==> config.mk <==
export PLATFORM = sky130hd
export DESIGN_NAME = id_stage
export DESIGN_NICKNAME = d
export VERILOG_FILES = /design/src/rtl/id_stage.sv
export SDC_FILE = /design/constraint.sdc
export NUM_CORES = 1
export LEC_CHECK = 0
export ABC_AREA = 1
export CORE_UTILIZATION = 35
export CTS_CLUSTER_DIAMETER = 60
export DETAILED_ROUTE_END_ITERATION = 8
export PLACE_DENSITY = 0.72
export SYNTH_ARGS = -nofsm -noshare
export SYNTH_HDL_FRONTEND = slang
export SYNTH_SLANG_ARGS = --single-unit
==> constraint.sdc <==
create_clock -name clk -period 3.2 [get_ports clk]
set_input_delay 0.64 -clock clk [delete_from_list [all_inputs] [get_ports clk]]
set_output_delay 0.64 -clock clk [all_outputs]
set_load 0.02 [all_outputs]
==> src/rtl/id_stage.sv <==
// Decode stage: IF/ID latch, field/control decode, load-use hazard stall and ID/EX latch.
// Defining ID_STALL_CNT_EN adds a saturating stall-cycle counter on port stall_cnt.
module id_stage #(
   parameter int XLEN = 32
`ifdef ID_STALL_CNT_EN
   , parameter int CNT_W = 32
`endif
) (
   input  logic            clk,
   input  logic            rst_n,
   input  logic            if_valid,
   input  logic [XLEN-1:0] if_pc,
   input  logic [31:0]     if_instr,
   input  logic            ex_flush,
   input  logic            ex_mem_read,
   input  logic [4:0]      ex_rd,
   input  logic [XLEN-1:0] rf_a,
   input  logic [XLEN-1:0] rf_b,
   output logic [4:0]      rf_r1num,
   output logic [4:0]      rf_r2num,
   output logic            id_stall,
   output logic            idex_valid,
   output logic [XLEN-1:0] idex_pc,
   output logic [XLEN-1:0] idex_a,
   output logic [XLEN-1:0] idex_b,
   output logic [XLEN-1:0] idex_imm,
   output logic [4:0]      idex_rs,
   output logic [4:0]      idex_rt,
   output logic [4:0]      idex_rd,
   output logic [5:0]      idex_op,
   output logic [5:0]      idex_funct,
   output logic            idex_reg_write,
   output logic            idex_mem_read,
   output logic            idex_mem_write
`ifdef ID_STALL_CNT_EN
   , output logic [CNT_W-1:0] stall_cnt
`endif
);

   typedef struct packed {
      logic            valid;
      logic [XLEN-1:0] pc;
      logic [XLEN-1:0] a;
      logic [XLEN-1:0] b;
      logic [XLEN-1:0] imm;
      logic [4:0]      rs;
      logic [4:0]      rt;
      logic [4:0]      rd;
      logic [5:0]      op;
      logic [5:0]      funct;
      logic            reg_write;
      logic            mem_read;
      logic            mem_write;
   } idex_t;

   logic            ifid_valid;
   logic [XLEN-1:0] ifid_pc;
   logic [31:0]     ifid_instr;
   logic [5:0]      op;
   logic [4:0]      rs, rt, dest;
   logic            wr_op, uses_rt;
   idex_t           dec, idex_q;

   assign op       = ifid_instr[31:26];
   assign rs       = ifid_instr[25:21];
   assign rt       = ifid_instr[20:16];
   assign dest     = (op == 6'h00) ? ifid_instr[15:11] : rt;
   assign rf_r1num = rs;
   assign rf_r2num = rt;

   always_comb begin
      wr_op   = 1'b0;
      uses_rt = 1'b0;
      case (op)
         6'h00: begin
            wr_op   = |ifid_instr;
            uses_rt = 1'b1;
         end
         6'h04, 6'h05, 6'h2B:                uses_rt = 1'b1;
         6'h08, 6'h0C, 6'h0D, 6'h0F, 6'h23: wr_op   = 1'b1;
         default: ;
      endcase
   end

   // An empty slot decodes to a bubble: every control forced low.
   always_comb begin
      dec           = '0;
      dec.valid     = ifid_valid;
      dec.pc        = ifid_pc;
      dec.a         = rf_a;
      dec.b         = rf_b;
      dec.imm       = {{(XLEN-16){ifid_instr[15]}}, ifid_instr[15:0]};
      dec.rs        = rs;
      dec.rt        = rt;
      dec.rd        = dest;
      dec.op        = op;
      dec.funct     = ifid_instr[5:0];
      dec.reg_write = ifid_valid & wr_op & (dest != 5'd0);
      dec.mem_read  = ifid_valid & (op == 6'h23);
      dec.mem_write = ifid_valid & (op == 6'h2B);
   end

   // Gated by rst_n so the stall is never seen while the pipe is held in reset.
   assign id_stall = rst_n & ifid_valid & ex_mem_read & idex_q.valid & (ex_rd != 5'd0) &
                     ((ex_rd == rs) | (uses_rt & (ex_rd == rt))) & ~ex_flush;

   always_ff @(posedge clk) begin
      if (!rst_n) begin
         ifid_valid <= 1'b0;
         ifid_pc    <= '0;
         ifid_instr <= '0;
         idex_q     <= '0;
      end else if (ex_flush) begin
         ifid_valid       <= 1'b0;
         idex_q.valid     <= 1'b0;
         idex_q.reg_write <= 1'b0;
         idex_q.mem_read  <= 1'b0;
         idex_q.mem_write <= 1'b0;
      end else if (id_stall) begin
         idex_q <= '0;
      end else begin
         ifid_valid <= if_valid;
         ifid_pc    <= if_pc;
         ifid_instr <= if_instr;
         idex_q     <= dec;
      end
   end

`ifdef ID_STALL_CNT_EN
   always_ff @(posedge clk) begin
      if (!rst_n)
         stall_cnt <= '0;
      else if (id_stall && (stall_cnt != '1))
         stall_cnt <= stall_cnt + CNT_W'(1);
   end
`endif

   assign idex_valid     = idex_q.valid;
   assign idex_pc        = idex_q.pc;
   assign idex_a         = idex_q.a;
   assign idex_b         = idex_q.b;
   assign idex_imm       = idex_q.imm;
   assign idex_rs        = idex_q.rs;
   assign idex_rt        = idex_q.rt;
   assign idex_rd        = idex_q.rd;
   assign idex_op        = idex_q.op;
   assign idex_funct     = idex_q.funct;
   assign idex_reg_write = idex_q.reg_write;
   assign idex_mem_read  = idex_q.mem_read;
   assign idex_mem_write = idex_q.mem_write;

endmodule

; Word-level counts from Yosys, hierarchy flattened
; Cells that the tools add are included.
[op_classes]
eq_ne = 10
muxes = 4
bitwise = 15
n_reduce_logical = 9
[ops]
columns = operator, n
row1 = 2-to-1 mux 158 bit, 1
row2 = OR reduction 32 bit, 1
row3 = "== test 6 x 4 -> 1 bit, second input constant", 4
row4 = "== test 6 x 3 -> 1 bit, second input constant", 2
row5 = "== test 6 bit, second input constant", 2
row6 = bitwise AND 1 bit, 11
row7 = == test 5 bit, 2
row8 = nonzero test 5 bit, 2
row9 = logical NOT 6 bit, 1
row10 = 2-to-1 mux 5 bit, 1
row11 = OR reduction 5 bit, 1
row12 = OR reduction 4 bit, 1
row13 = inverter 1 bit, 3
row14 = OR reduction 3 bit, 1
row15 = case mux 1 bit (2 select lines), 1
row16 = AND reduction 2 bit, 1
row17 = OR reduction 2 bit, 1
row18 = 2-to-1 mux 1 bit, 1
row19 = bitwise OR 1 bit, 1
[totals]
ff_bits = 224
output_inout_bits = 170

; Longest topological paths before layout
[logic_depth]
depth_word = 9
ltp_mapped = 11
depth_no_buf = 10

; Worst setup path before layout
; OpenSTA, ideal clock, no wires.
[synth_path]
path_type = in2out
start = in ex_flush
end = out id_stall
arrival_ns = 1.697
t_required_ns = 2.560
slack_ns = 0.863
cell_stages = 6
cell_sequence = clkbuf_1 -> inv_1 -> clkbuf_1 -> clkbuf_1 -> nand3_1 -> inv_1
[synth_via]
elab_chain_len = 2
[synth_lines]
columns = item, line
row1 = start: declaration, 14  ; input logic ex_flush,
row2 = inverter 1 bit (no source line), -
row3 = bitwise AND 1 bit, 105  ; ((ex_rd == rs) | (uses_rt & (ex_rd == rt))) & ~ex_flush;
row4 = end: declaration, 21  ; output logic id_stall,
; No other way between the ends.

; Worst setup path after layout
[layout_path]
start = in ex_rd[4]
end = out id_stall
[layout_via]
elab_chain_len = 5
word_cells_on_any_way = 8
cone_classes = eq/ne (2) / bitwise (5) / reduce/logical (1)
[layout_lines]
columns = item, line
row1 = start: declaration, 16  ; input logic [4:0] ex_rd,
row2 = == test 5 bit, 105
row3 = bitwise AND 1 bit, 105
row4 = bitwise OR 1 bit, 105
row5 = bitwise AND 1 bit (*), 104  ; assign id_stall = rst_n & ifid_valid & ex_mem_read & idex_q.valid & (ex_rd != 5'd0) &
row6 = bitwise AND 1 bit (*), 105
; Mark *: on every way between the ends. The rest lies on a longest branch, timed or not.

==> metrics.csv <==
metric;value;unit
DIE WIDTH;157;um
I/O pin count;308;
drt drc;0;
mux cell area share after synthesis;0;%
clk buf depth;3;
Synth Area in Simple Gates;26.8;%
die area;0.0246;mm2
Syn-to-layout area delta;44.6;%
Post-DP HPWL;16.3;mm
Final TNS setup;0;ns
power density over the cells;522;mW/mm2
Final Net Count;1515;
number of port buffers;307;
Placed Area;0.0114;mm2
grt ovf;0;
Via-to-Cell Ratio;4.80;
RSZ-0062 raised after global routing;false;
Rel. slew slack;39.9;%
fin area;0.0121;mm2
Compound-Gate Fraction of Synth Area;12.4;%
Synth cell types;21;
Setup Skew;0.0134;ns
Die Span Y;157;um
drt total wl;24.9;mm
root buffer cell;clkbuf_16;
Yosys Warn Count;0;
pin count of the biggest net entering global routing;138;
Initial Utilization;35.8;%
CP Launch Type;input port;
Hold Path Class;flip-flop to flip-flop;
Skew-Pair Late Insertion Delay;0.51;ns
WL/cell;14.5;um
Setup crit end kind;output port;
critical path class;input port to output port;
Filler cells;2269;
number of global-route vias before repair;7341;
first-pass GRT wire length;38.4;mm
Final min period;2.73;ns
Synth Register Bits;202;
core region area;0.0235;mm2
CTS tree;yes;
synthesized area;0.00840;mm2
Sequential Area;0.00404;mm2
post-route ant nets;0;
# resized after CTS;0;
P_leak;4.95;nW
Final Hold Viols;0;
adder-cell share of the synthesized area;0;%
total global-route track usage;19.4;%
GP Congestion;0.855;
largest family of logic cells by synthesized area;simple AND/OR/NAND/NOR gates;
Synth Instances;1155;
Vias;8225;
endpoints failing setup;0;
share of post-route cells with drive strength above 1;4.16;%
Max VDD drop;338;uV
achievable clock frequency;0.366;GHz
status;finished clean;
Clock Sinks;202;
area occupied by multi-input gates;0.00336;mm2
WP data required;2.56;ns
Seq/Total Area, Yosys;48.2;%
Initial DRT Pass Iterations;5;
1st-iter DRT viols;442;
Post-Syn Nets;1293;
setup bufs post-CTS;0;
Max Slew Vio Count;0;
initial antenna violation count;2;
CTS H-tree lvls;1;
clk slew on worst S/H paths;0.06;ns
count of max-cap constraint violations;0;
syn avg cell area;7.27;um2
Tcrit/Tclk final;85.4;%
Hold Buf Count CTS;0;
worst-path fanout max;4;
Worst Tran Pin Value;0.902;ns
Crit path arrival time;2.09;ns
CTS Buf Count;25;
Post-Synth XOR/XNOR Area;0.626;%
Rows;56;
-- worst paths after layout --
check | start | to | slack [ns] | cells after the start
max | ex_rd[4] | id_stall | 0.47 | 10
min | idex_op[5]$_SDFFE_PN0N_ | idex_op[5]$_SDFFE_PN0N_ | 0.46 | 2
max reg2reg | ifid_instr[31]$_SDFFE_PN0P_ | ifid_pc[14]$_SDFFE_PN0P_ | 1.19 | 11
min reg2reg | idex_op[5]$_SDFFE_PN0N_ | idex_op[5]$_SDFFE_PN0N_ | 0.46 | 2
-- kinds of logic after synthesis --
group,count (synthesis)
and+or+nand+nor,526
buffers and inverters,214
AOI/OAI and AO/OA,207
DFF,202
xor gates and xnor gates,6
-- sequential cells by signal, summed over array words and instances, names as in the netlist --
name	flops
ifid_instr	32
idex_reg_write	1
idex_rs	5
idex_valid	1
ifid_pc	32
idex_mem_write	1
idex_rt	5
ifid_valid	1
idex_imm	16
idex_pc	32
idex_mem_read	1
idex_b	32
idex_a	32
idex_op	6
idex_rd	5
-- power by group --
part	internal (mW)	switching, mW	leakage (nW)
sequential	2.65	0.0973	1.66
combinational	0.456	0.462	2.90
clock	1.60	1.07	0.382
-- worst max-delay path, cell delays in order --
cell	delay [ns]
clkdlybuf4s50_1	0.55
inv_1	0.06
nand2_1	0.06
nand2_1	0.05
nor2_1	0.10
nand2_1	0.07
o21ai_2	0.15
nand3_1	0.18
inv_1	0.10
buf_4	0.14
-- final cells by class --
| class | count | share of cell area (%) |
|---|---|---|
| clock inverters | 10 | 0.773 |
| repair buffers | 320 | 26.4 |
| multi-input cells | 739 | 27.7 |
| clock buffers | 34 | 5.68 |
| diodes | 1 | 0.0206 |
| inverters | 89 | 2.83 |
| well taps | 319 | 3.29 |
| flip-flops and latches | 202 | 33.3 |
-- synthesized netlist by cell type, drive strengths merged --
| library cell | count | area (um2) |
|---|---|---|
| a21oi | 199 | 996 |
| nand3 | 208 | 1040 |
| xnor2 | 2 | 17.5 |
| nand2 | 227 | 855 |
| dfxtp | 202 | 4040 |
| xor2 | 4 | 35.0 |
| nand4 | 2 | 12.5 |
| nor2 | 84 | 315 |
| inv | 89 | 334 |
| buf | 62 | 439 |
| a31oi | 1 | 6.26 |
| nor4 | 1 | 6.26 |
| o21ai | 7 | 38.8 |
| nor3 | 4 | 20.0 |
| clkbuf | 63 | 236 |
-- metrics by stage --
stage          hold WS (ns)  instances  util, %  total power, mW  setup slack, ns
4_1_cts               0.461       1713     51.7             6.44            0.444
3_3_place_gp          0.450       1669     48.4             3.71            0.495
2_1_floorplan         0.452       1155        -             3.28            0.863
5_1_grt               0.477       1714     51.7             6.63            0.342
3_5_place_dp          0.451       1669     48.4             3.73            0.447
6_report              0.458       1714     51.7             6.34            0.468
-- routing by layer --
layer / vias up / routed length, um / track usage [%]
met3: 43 / 2030 / 4.93
li1: 4176 / - / -
met4: 0 / 665 / 6.86
met2: 265 / 11500 / 31.1
met1: 3741 / 10700 / 25.0
met5: - / 0 / 0
-- layout by cell type (no fill, tap or decap) --
master / count
bufinv_16: 1
nor3_1: 4
nand2_8: 1
xnor2_1: 2
o21ai_0: 6
buf_2: 1
buf_12: 4
inv_4: 1
nand3_1: 208
nor2_1: 84
nand2_1: 226
inv_1: 87
inv_8: 2
clkinv_2: 4
clkbuf_8: 3
diode_2: 1
dfxtp_1: 202
a31oi_1: 1
nor4_1: 1
nand4_1: 2
xor2_1: 4
clkbuf_16: 25
o21ai_2: 1
buf_4: 11
clkinvlp_4: 2
inv_6: 2
clkbuf_1: 6
clkdlybuf4s50_1: 304
a21oi_1: 199
Note: power is estimated with default switching activity, not from simulation.
